$ cat src/rtl/tick_scheduler_pkg.sv
`default_nettype none
// ============================================================================
// Module : tick_scheduler_pkg
// Brief  : Shared state encoding, requester count and tick period helpers.
// Rev    : 1.0
// ============================================================================
package tick_scheduler_pkg;

  localparam int N_REQ = 4;
  localparam int REQ_W = 2;

  localparam int ST_W = 2;
  typedef enum logic [ST_W-1:0] {
    S_IDLE  = 2'd0,
    S_LOAD  = 2'd1,
    S_COUNT = 2'd2,
    S_DONE  = 2'd3
  } state_e;

  function automatic int calc_period(input int clk_freq, input int tick_freq);
    return clk_freq / tick_freq;
  endfunction

  function automatic int calc_pw(input int period);
    return (period <= 2) ? 1 : $clog2(period);
  endfunction

endpackage
`default_nettype wire

$ cat src/rtl/tick_scheduler_tick_gen.sv
`default_nettype none
// ============================================================================
// Module : tick_gen
// Brief  : Prescaler emitting a one-cycle tick every P cycles; clear restarts at 0.
// Rev    : 1.0
// ============================================================================
module tick_gen #(
  parameter int P  = 10,
  parameter int PW = 4
) (
  input  logic clk_in,
  input  logic reset,
  input  logic clear,
  output logic tick
);

  localparam logic [PW-1:0] LAST = PW'(P - 1);

  logic [PW-1:0] cnt_q;
  logic [PW-1:0] cnt_d;

  always_comb begin
    cnt_d = cnt_q + 1'b1;
    if (clear || (cnt_q == LAST)) begin
      cnt_d = '0;
    end
  end

  always_ff @(posedge clk_in or posedge reset) begin
    if (reset) begin
      cnt_q <= '0;
    end else begin
      cnt_q <= cnt_d;
    end
  end

  assign tick = !clear && (cnt_q == LAST);

endmodule
`default_nettype wire

$ cat src/rtl/tick_scheduler.sv
`default_nettype none
// ============================================================================
// Module : tick_scheduler
// Brief  : Round-robin arbiter granting one shared tick timer to four requesters.
// Rev    : 1.0
// ============================================================================
module tick_scheduler
  import tick_scheduler_pkg::*;
#(
  parameter int CLK_FREQ  = 100_000_000,
  parameter int TICK_FREQ = 1_000,
  parameter int DUR_W     = 16
) (
  input  logic                     clk_in,
  input  logic                     reset,
  input  logic [N_REQ-1:0]         req,
  input  logic [N_REQ*DUR_W-1:0]   dur,
  output logic [N_REQ-1:0]         grant,
  output logic [N_REQ-1:0]         done,
  output logic                     busy
);

  localparam int P  = calc_period(CLK_FREQ, TICK_FREQ);
  localparam int PW = calc_pw(P);

  state_e              state_q, state_d;
  logic [N_REQ-1:0]    grant_q, grant_d;
  logic [DUR_W-1:0]    rem_q, rem_d;
  logic [REQ_W-1:0]    win_q, win_d;
  logic [REQ_W-1:0]    last_q, last_d;

  logic                w_tick;
  logic                w_clear;
  logic                w_found;
  logic [REQ_W-1:0]    w_win;
  logic [REQ_W-1:0]    w_idx;
  logic [N_REQ-1:0]    w_onehot;
  logic [DUR_W-1:0]    w_dur_sel;
  logic                w_abort;

  assign w_clear = (state_q != S_COUNT);

  tick_gen #(
    .P  (P),
    .PW (PW)
  ) u_tick_gen (
    .clk_in (clk_in),
    .reset  (reset),
    .clear  (w_clear),
    .tick   (w_tick)
  );

  // Search starts one past the last winner so every requester gets a turn.
  always_comb begin
    w_found = 1'b0;
    w_win   = last_q;
    w_idx   = last_q;
    for (int k = 1; k <= N_REQ; k++) begin
      w_idx = last_q + REQ_W'(k);
      if (!w_found && req[w_idx]) begin
        w_found = 1'b1;
        w_win   = w_idx;
      end
    end
  end

  always_comb begin
    w_onehot        = '0;
    w_onehot[w_win] = 1'b1;
  end

  always_comb begin
    w_dur_sel = '0;
    for (int i = 0; i < N_REQ; i++) begin
      if (win_q == REQ_W'(i)) begin
        w_dur_sel = dur[i*DUR_W +: DUR_W];
      end
    end
  end

  assign w_abort = ((state_q == S_LOAD) || (state_q == S_COUNT)) && !req[win_q];

  // State register
  always_ff @(posedge clk_in or posedge reset) begin
    if (reset) begin
      state_q <= S_IDLE;
    end else begin
      state_q <= state_d;
    end
  end

  // Next-state logic
  always_comb begin
    state_d = state_q;
    case (state_q)
      S_IDLE:  if (w_found) state_d = S_LOAD;
      S_LOAD: begin
        if (w_abort)                state_d = S_IDLE;
        else if (w_dur_sel == '0)   state_d = S_DONE;
        else                        state_d = S_COUNT;
      end
      S_COUNT: begin
        if (w_abort)                                   state_d = S_IDLE;
        else if (w_tick && (rem_q == DUR_W'(1)))       state_d = S_DONE;
      end
      S_DONE:  state_d = S_IDLE;
      default: state_d = S_IDLE;
    endcase
  end

  // Output logic
  always_comb begin
    busy = (state_q != S_IDLE);
    done = (state_q == S_DONE) ? grant_q : '0;
  end

  assign grant = grant_q;

  always_comb begin
    grant_d = grant_q;
    rem_d   = rem_q;
    win_d   = win_q;
    last_d  = last_q;
    case (state_q)
      S_IDLE: begin
        if (w_found) begin
          win_d   = w_win;
          grant_d = w_onehot;
        end
      end
      S_LOAD: begin
        rem_d = w_dur_sel;
        if (w_abort) begin
          grant_d = '0;
          last_d  = win_q;
        end
      end
      S_COUNT: begin
        if (w_abort) begin
          grant_d = '0;
          last_d  = win_q;
        end else if (w_tick) begin
          rem_d = rem_q - 1'b1;
        end
      end
      S_DONE: begin
        grant_d = '0;
        last_d  = win_q;
      end
      default: grant_d = '0;
    endcase
  end

  // Pointer resets to the top index so requester 0 is searched first.
  always_ff @(posedge clk_in or posedge reset) begin
    if (reset) begin
      grant_q <= '0;
      rem_q   <= '0;
      win_q   <= '0;
      last_q  <= REQ_W'(N_REQ - 1);
    end else begin
      grant_q <= grant_d;
      rem_q   <= rem_d;
      win_q   <= win_d;
      last_q  <= last_d;
    end
  end

endmodule
`default_nettype wire

$ cat config.mk
export PLATFORM = sky130hd
export DESIGN_NAME = tick_scheduler
export DESIGN_NICKNAME = d
export VERILOG_FILES = /design/src/rtl/tick_scheduler_pkg.sv /design/src/rtl/tick_scheduler_tick_gen.sv /design/src/rtl/tick_scheduler.sv
export SDC_FILE = /design/constraint.sdc
export NUM_CORES = 1
export LEC_CHECK = 0
export CORE_ASPECT_RATIO = 2
export CORE_MARGIN = 2
export CORE_UTILIZATION = 46
export CTS_BUF_LIST = sky130_fd_sc_hd__clkbuf_8
export CTS_CLUSTER_DIAMETER = 120
export DETAILED_ROUTE_END_ITERATION = 10
export GPL_ROUTABILITY_DRIVEN = 0
export PLACE_DENSITY = 0.79
export SYNTH_ARGS = -nofsm -noshare
export SYNTH_HDL_FRONTEND = slang
export SYNTH_SLANG_ARGS = --single-unit
$ cat constraint.sdc
create_clock -name clk_in -period 2.35 [get_ports clk_in]
set_input_delay 0.3525 -clock clk_in [delete_from_list [all_inputs] [get_ports clk_in]]
set_output_delay 0.3525 -clock clk_in [all_outputs]
set_load 0.01 [all_outputs]
======== After elaboration in Yosys (flattened, before gate mapping) ========
Index checks and enable logic that the tools add are counted.
storage, ports and cells
  RAM bits ................................ 0
  latch bits .............................. 0
  memories ................................ 0
  register bits after elaboration ......... 43
  ROM bits ................................ 0
  logic and storage cells ................. 98
  output and inout bits ................... 9
  bits of input ports ..................... 70
operators by class
  div/mod/pow operators ................... 0
  add/subtract/negate cells ............... 5
  reduce and logical (&&, ||, !) cells .... 26
  equal/unequal tests ..................... 14
  multipliers ............................. 0
  magnitude comparators ................... 7
  bitwise logic cells ..................... 0
  shift operators ......................... 0
  muxes and demuxes ....................... 40
operators with widths
  operator                 number
  $mux W16                 6
  $pmux W16 S2             1
  $lt A2 B3 Y1 const B     6
  $mux W2                  9
  $add A17 B1 Y17 const B  1
  $eq A17 B17 Y1 const B   1
  $mux W17                 1
  $eq A16 B1 Y1 const B    1
  $logic_not A16 Y1        1
  $sub A16 B1 Y16 const B  1
  $mux W4                  3
  $pmux W4 S3              1
  $mux W1                  11
  $bmux W1 S2              5
  $eq A2 B2 Y1 const B     4
  $ne A2 B2 Y1 const B     4
  $pmux W2 S4              1
  $reduce_and A2 Y1        4
  $logic_and A1 B1 Y1      7
  $reduce_bool A2 Y1       3
  $logic_not A1 Y1         5
  $add A2 B2 Y2 const B    2
  $eq A2 B1 Y1 const B     2
  $logic_not A2 Y1         2
  other kinds (9)          10

======== Logic depth before layout (Yosys ltp) ========
  depth after elaboration ................. 19
  gate-level depth with buffers ........... 7
  depth with buffers taken out ............ 7

======== Hierarchy ========
From an unflattened synthesis, not the netlist that was laid out.
unflattened totals
  cell total of the unflattened synthesis .. 317
  area, all modules ....................... 3046.7 um^2
by module, submodules not included
  module          area each (um^2)  sequential area each (um^2)  cells an instance  times used
  tick_scheduler  2179.6            653.1                        227                1
  tick_gen        867.1             425.4                        90                 1

======== Least setup slack after synthesis ========
Ideal clock, no wire load.
  path kind ............................... register to register
  start point ............................. register win_q[0]
  end point ............................... register state_q[0]
  stages on the path, launching flop included .. 8
  setup slack ............................. 0.148 ns
  period minus slack after synthesis ...... 2.202 ns
  setup time .............................. 0.065 ns
  data arrival time ....................... 2.137 ns
  cell sequence ........................... dfrtp_1 -> buf_2 -> buf_2 -> mux4_2 -> nor4_1 -> nand3_1 -> o311ai_1 -> o21a_1
on the way
  word-level cells in the longest chain between the ends .. 9
ends and longest elaborated chain
  item                    line                   text
  start, declared         tick_scheduler.sv:29   logic [REQ_W-1:0] win_q, win_d;
  start signal, assigned  tick_scheduler.sv:164  win_q <= win_d;
  $logic_not A2 Y1        tick_scheduler.sv:75   if (win_q == REQ_W'(i)) begin
  $mux W16 (4 in series)  tick_scheduler.sv:75
  $logic_not A16 Y1       tick_scheduler.sv:99   else if (w_dur_sel == '0) state_d = S_DONE;
  $mux W1                 tick_scheduler.sv:99
  $mux W2                 tick_scheduler.sv:98   if (w_abort) state_d = S_IDLE;
  $pmux W2 S4             tick_scheduler.sv:95   case (state_q)
  end signal, assigned    tick_scheduler.sv:88   state_q <= state_d;
  end, declared           tick_scheduler.sv:26   state_e state_q, state_d;
Parallel ways exist; a longest one is shown, timed or not. The select of a mux whose other input is x is not followed.
A chain may end at the register's enable or synchronous reset.

======== Final worst setup path ========
  start point ............................. register u_tick_gen.cnt_q[11]
  end point ............................... register state_q[1]
on the way
  word-level cells in the longest chain between the ends .. 5
ends and longest elaborated chain
  item                                line                           text
  start, declared                     tick_scheduler_tick_gen.sv:19  logic [PW-1:0] cnt_q;
  start signal, assigned              tick_scheduler_tick_gen.sv:33  cnt_q <= cnt_d;
  $eq A17 B17 Y1                      tick_scheduler_tick_gen.sv:37  assign tick = !clear && (cnt_q == LAST);
  $logic_and A1 B1 Y1                 tick_scheduler_tick_gen.sv:37
  $logic_and A1 B1 Y1                 tick_scheduler.sv:104          else if (w_tick && (rem_q == DUR_W'(1))) state_d = S_DONE;
  $ne A3 B2 Y1 (no source line)       n/a
  $reduce_and A2 Y1 (no source line)  n/a
Every way passes these cells.

==> flow_summary.json <==
{
  "status": "finished, final reports clean",
  "slew_headroom": 0.632,
  "drc": 0,
  "clk_pin_slew_ns": 0.10,
  "gr-total-overflow": 0,
  "clkPwrFrac": 0.141,
  "p_leak_uw": 0.00158,
  "async_reset_ff_frac": 1.00,
  "hold_violations": 0,
  "avgSynthCellArea_um2": 9.75,
  "die_x_um": 61.6,
  "synth_cell_types": 52,
  "p_comb_frac": 0.558,
  "synth-seq-area-share": 0.354,
  "required_ns": 2.58,
  "syn_area_mm2": 0.00305,
  "diodes": 0,
  "endpoint_kind": "flip-flop",
  "synth-seq-cells": 43,
  "die_area_mm2": 0.00734,
  "insertion_delay_ns": 0.32,
  "postCtsSetupBuffers": 0,
  "syn-num-nets": 390,
  "start_util": 0.468,
  "seqPwrFrac": 0.301,
  "ant_nets": 0,
  "slowest_stage": "or4b_1",
  "rsz0062_at_grt": "false",
  "netlist.area_leader.share": 0.336,
  "antenna_found_initial": 0,
  "crit_family": "simple AND/OR/NAND/NOR gates",
  "design.core.area_mm2": 0.00652,
  "cp-start-kind": "flip-flop",
  "synth_warnings": 0,
  "netlist_top_cells_count": "dfrtp_1, nor2_1, nand2_1, mux4_2, a21oi_1",
  "cts_tree": "yes",
  "worstPathCellList": "or4b_1, or3_4, nor4_2, a21oi_1, o32ai_2",
  "ios": 79,
  "cts.sink_count": 43,
  "routed_via_density": 5.89,
  "hpwl_um": 6660,
  "cap_violations": 0,
  "sw_frac_of_total": 0.411,
  "final_nets": 486,
  "fmax_mhz": 445,
  "grt_max_degree": 44,
  "yosys-top-cells-area": "dfrtp_1, mux4_2, nor2_1, nand2_1, xor2_1",
  "grt_pass1_wl_um": 13700,
  "vias": 2931,
  "critical_path_arrival_ns": 2.48,
  "min_period_ns": 2.25,
  "power.density_mw_per_mm2": 1020,
  "hp-class": "in2async",
  "postCtsHoldBufs": 0,
  "peakVddDrop_uv": 547,
  "drv_slew": 0,
  "io_buffers": 78,
  "design_area_mm2": 0.00420,
  "grt_usage": 0.251,
  "cts-buffers-inserted": 5,
  "period_share": 0.956,
  "area_growth_pct": 37.7,
  "power.internal_uw": 2530,
  "firstDrtPassIters": 5,
  "h-tree-depth": 2,
  "drive_above_1_share": 0.171,
  "synth_ff_type": "dfrtp_1",
  "routedWlPerCell_um": 16.8,
  "yosys.cell_count.top_type": "dfrtp_1",
  "fin_tns_setup_ns": 0,
  "cts_max_path_buffers": 2,
  "drt_wl_total_um": 8380,
  "setup_viol": 0,
  "fillCellCount": 555,
  "worst_slack_ns": 0.102,
  "pre_cts_ws_ns": 0.0297,
  "whs_ns": 0.467,
  "synth_top_cell_by_area": "dfrtp_1",
  "power.switching_uw": 1770,
  "initialDrtViolationCount": 184,
  "dpl_cell_area_mm2": 0.00407,
  "max_stage_delay_ns": 0.57,
  "synth_edf_count": 0,
  "fp.dieH_um": 119,
  "crit_buf_inv": 0,
  "crit_fanout": 8,
  "worst_slew_pin_slew_ns": 0.547,
  "core.rowCount": 42,
  "synthesis.instances": 313,
  "cts_root_buffer": "clkbuf_8",
  "skew_ns": 0.0138,
  "worst-setup-path-type": "reg2reg",
  "power_uw": 4300,
  "grt_pass1_vias": 3005
}
==> stage by stage <==
stage | utilization | instances
finish | 0.645 | 498
global route | 0.645 | 498
CTS | 0.643 | 498
detailed placement | 0.625 | 490
global placement | 0.625 | 490
floorplan | - | 313
==> flip-flops by register name (all words and copies together) (netlist names) <==
name / flops
win_q: 2
rem_q: 16
state_q: 2
u_tick_gen.cnt_q: 17
grant: 4
last_q: 2
==> layer usage <==
metal	wire length (um)	up-vias	global-route usage
met5	0	-	0
met4	335	0	0.122
met3	588	27	0.0706
met2	4370	161	0.415
met1	3090	1397	0.281
li1	-	1346	-
==> worst reg2reg max path: stages, from the launching register on <==
cell     delay, ns
dfrtp_1       0.42
or4b_1        0.57
or3_4         0.46
nor4_2        0.36
a21oi_1       0.14
o32ai_2       0.21
==> logic make-up (layout without fill, tap and decap cells) <==
logic type / after synthesis / after routing / synth area share
AOI/OAI and AO/OA: 59 / 59 / 0.134
and+or+nand+nor: 134 / 134 / 0.242
muxes: 22 / 22 / 0.143
adders and majority gates: 7 / 7 / 0.0287
DFF: 43 / 43 / 0.354
xor gates and xnor gates: 21 / 21 / 0.0603
buffers and inverters: 27 / 124 / 0.0381
==> timing repair <==
action                                  in CTS  in global routing
resized for setup                            0                  3
hold endpoints to repair                     0                  0
endpoints found under the setup margin       0                  8
==> cell usage in the layout (no fill, tap or decap), drive strengths merged, types with 2 or more instances in the layout <==
cell / instances
and3: 2
nor3: 8
xor2: 11
nand3: 10
dfstp: 2
clkbuf: 5
inv: 14
o21a: 2
a2bb2oi: 5
nor2b: 5
o22ai: 2
a22o: 2
mux2i: 3
clkdlybuf4s50: 78
o311ai: 2
a21oi: 14
o21ai: 15
buf: 25
o41ai: 3
nand4b: 2
or4b: 2
xnor2: 10
or2: 3
dfrtp: 41
nand2: 26
nand2b: 6
ha: 7
or4: 4
a211oi: 5
nor4: 11
nor2: 32
nand3b: 2
mux4: 17
or3: 3
mux2: 2
and2: 7
nand4: 9
==> power groups by stage <==
stage	sequential [uW]	combinational, uW	clock, uW
after floorplan	1190	1590	0
after global routing	1330	2610	656
after detailed placement	1300	2380	0
final	1290	2400	608
after CTS	1290	2390	621
after global placement	1270	2280	0
==> layout make-up <==
type | count | area (um2) | share of cell area
Clock inverter | 3 | 46.3 | 0.0110
Inverter | 13 | 48.8 | 0.0116
Clock buffer | 5 | 68.8 | 0.0164
Tap cell | 88 | 110 | 0.0262
Sequential cell | 43 | 1080 | 0.257
Timing Repair Buffer | 103 | 981 | 0.233
Multi-Input combinational cell | 243 | 1870 | 0.445
==> path summary, 6_finish.rpt <==
kind                       slack, ns                  end            startpoint  cells past startpoint
max                             0.10           state_q[1]  u_tick_gen.cnt_q[11]                      5
min                             0.47             grant[0]                 reset                      3
max reg2reg                     0.10           state_q[1]  u_tick_gen.cnt_q[11]                      5
min reg2reg                     0.49  u_tick_gen.cnt_q[0]   u_tick_gen.cnt_q[0]                      1
max in group asynchronous       1.49             rem_q[8]                 reset                      3
min in group clk_in             0.49  u_tick_gen.cnt_q[0]   u_tick_gen.cnt_q[0]                      1
No activity file was read; power rests on OpenSTA's default activity.
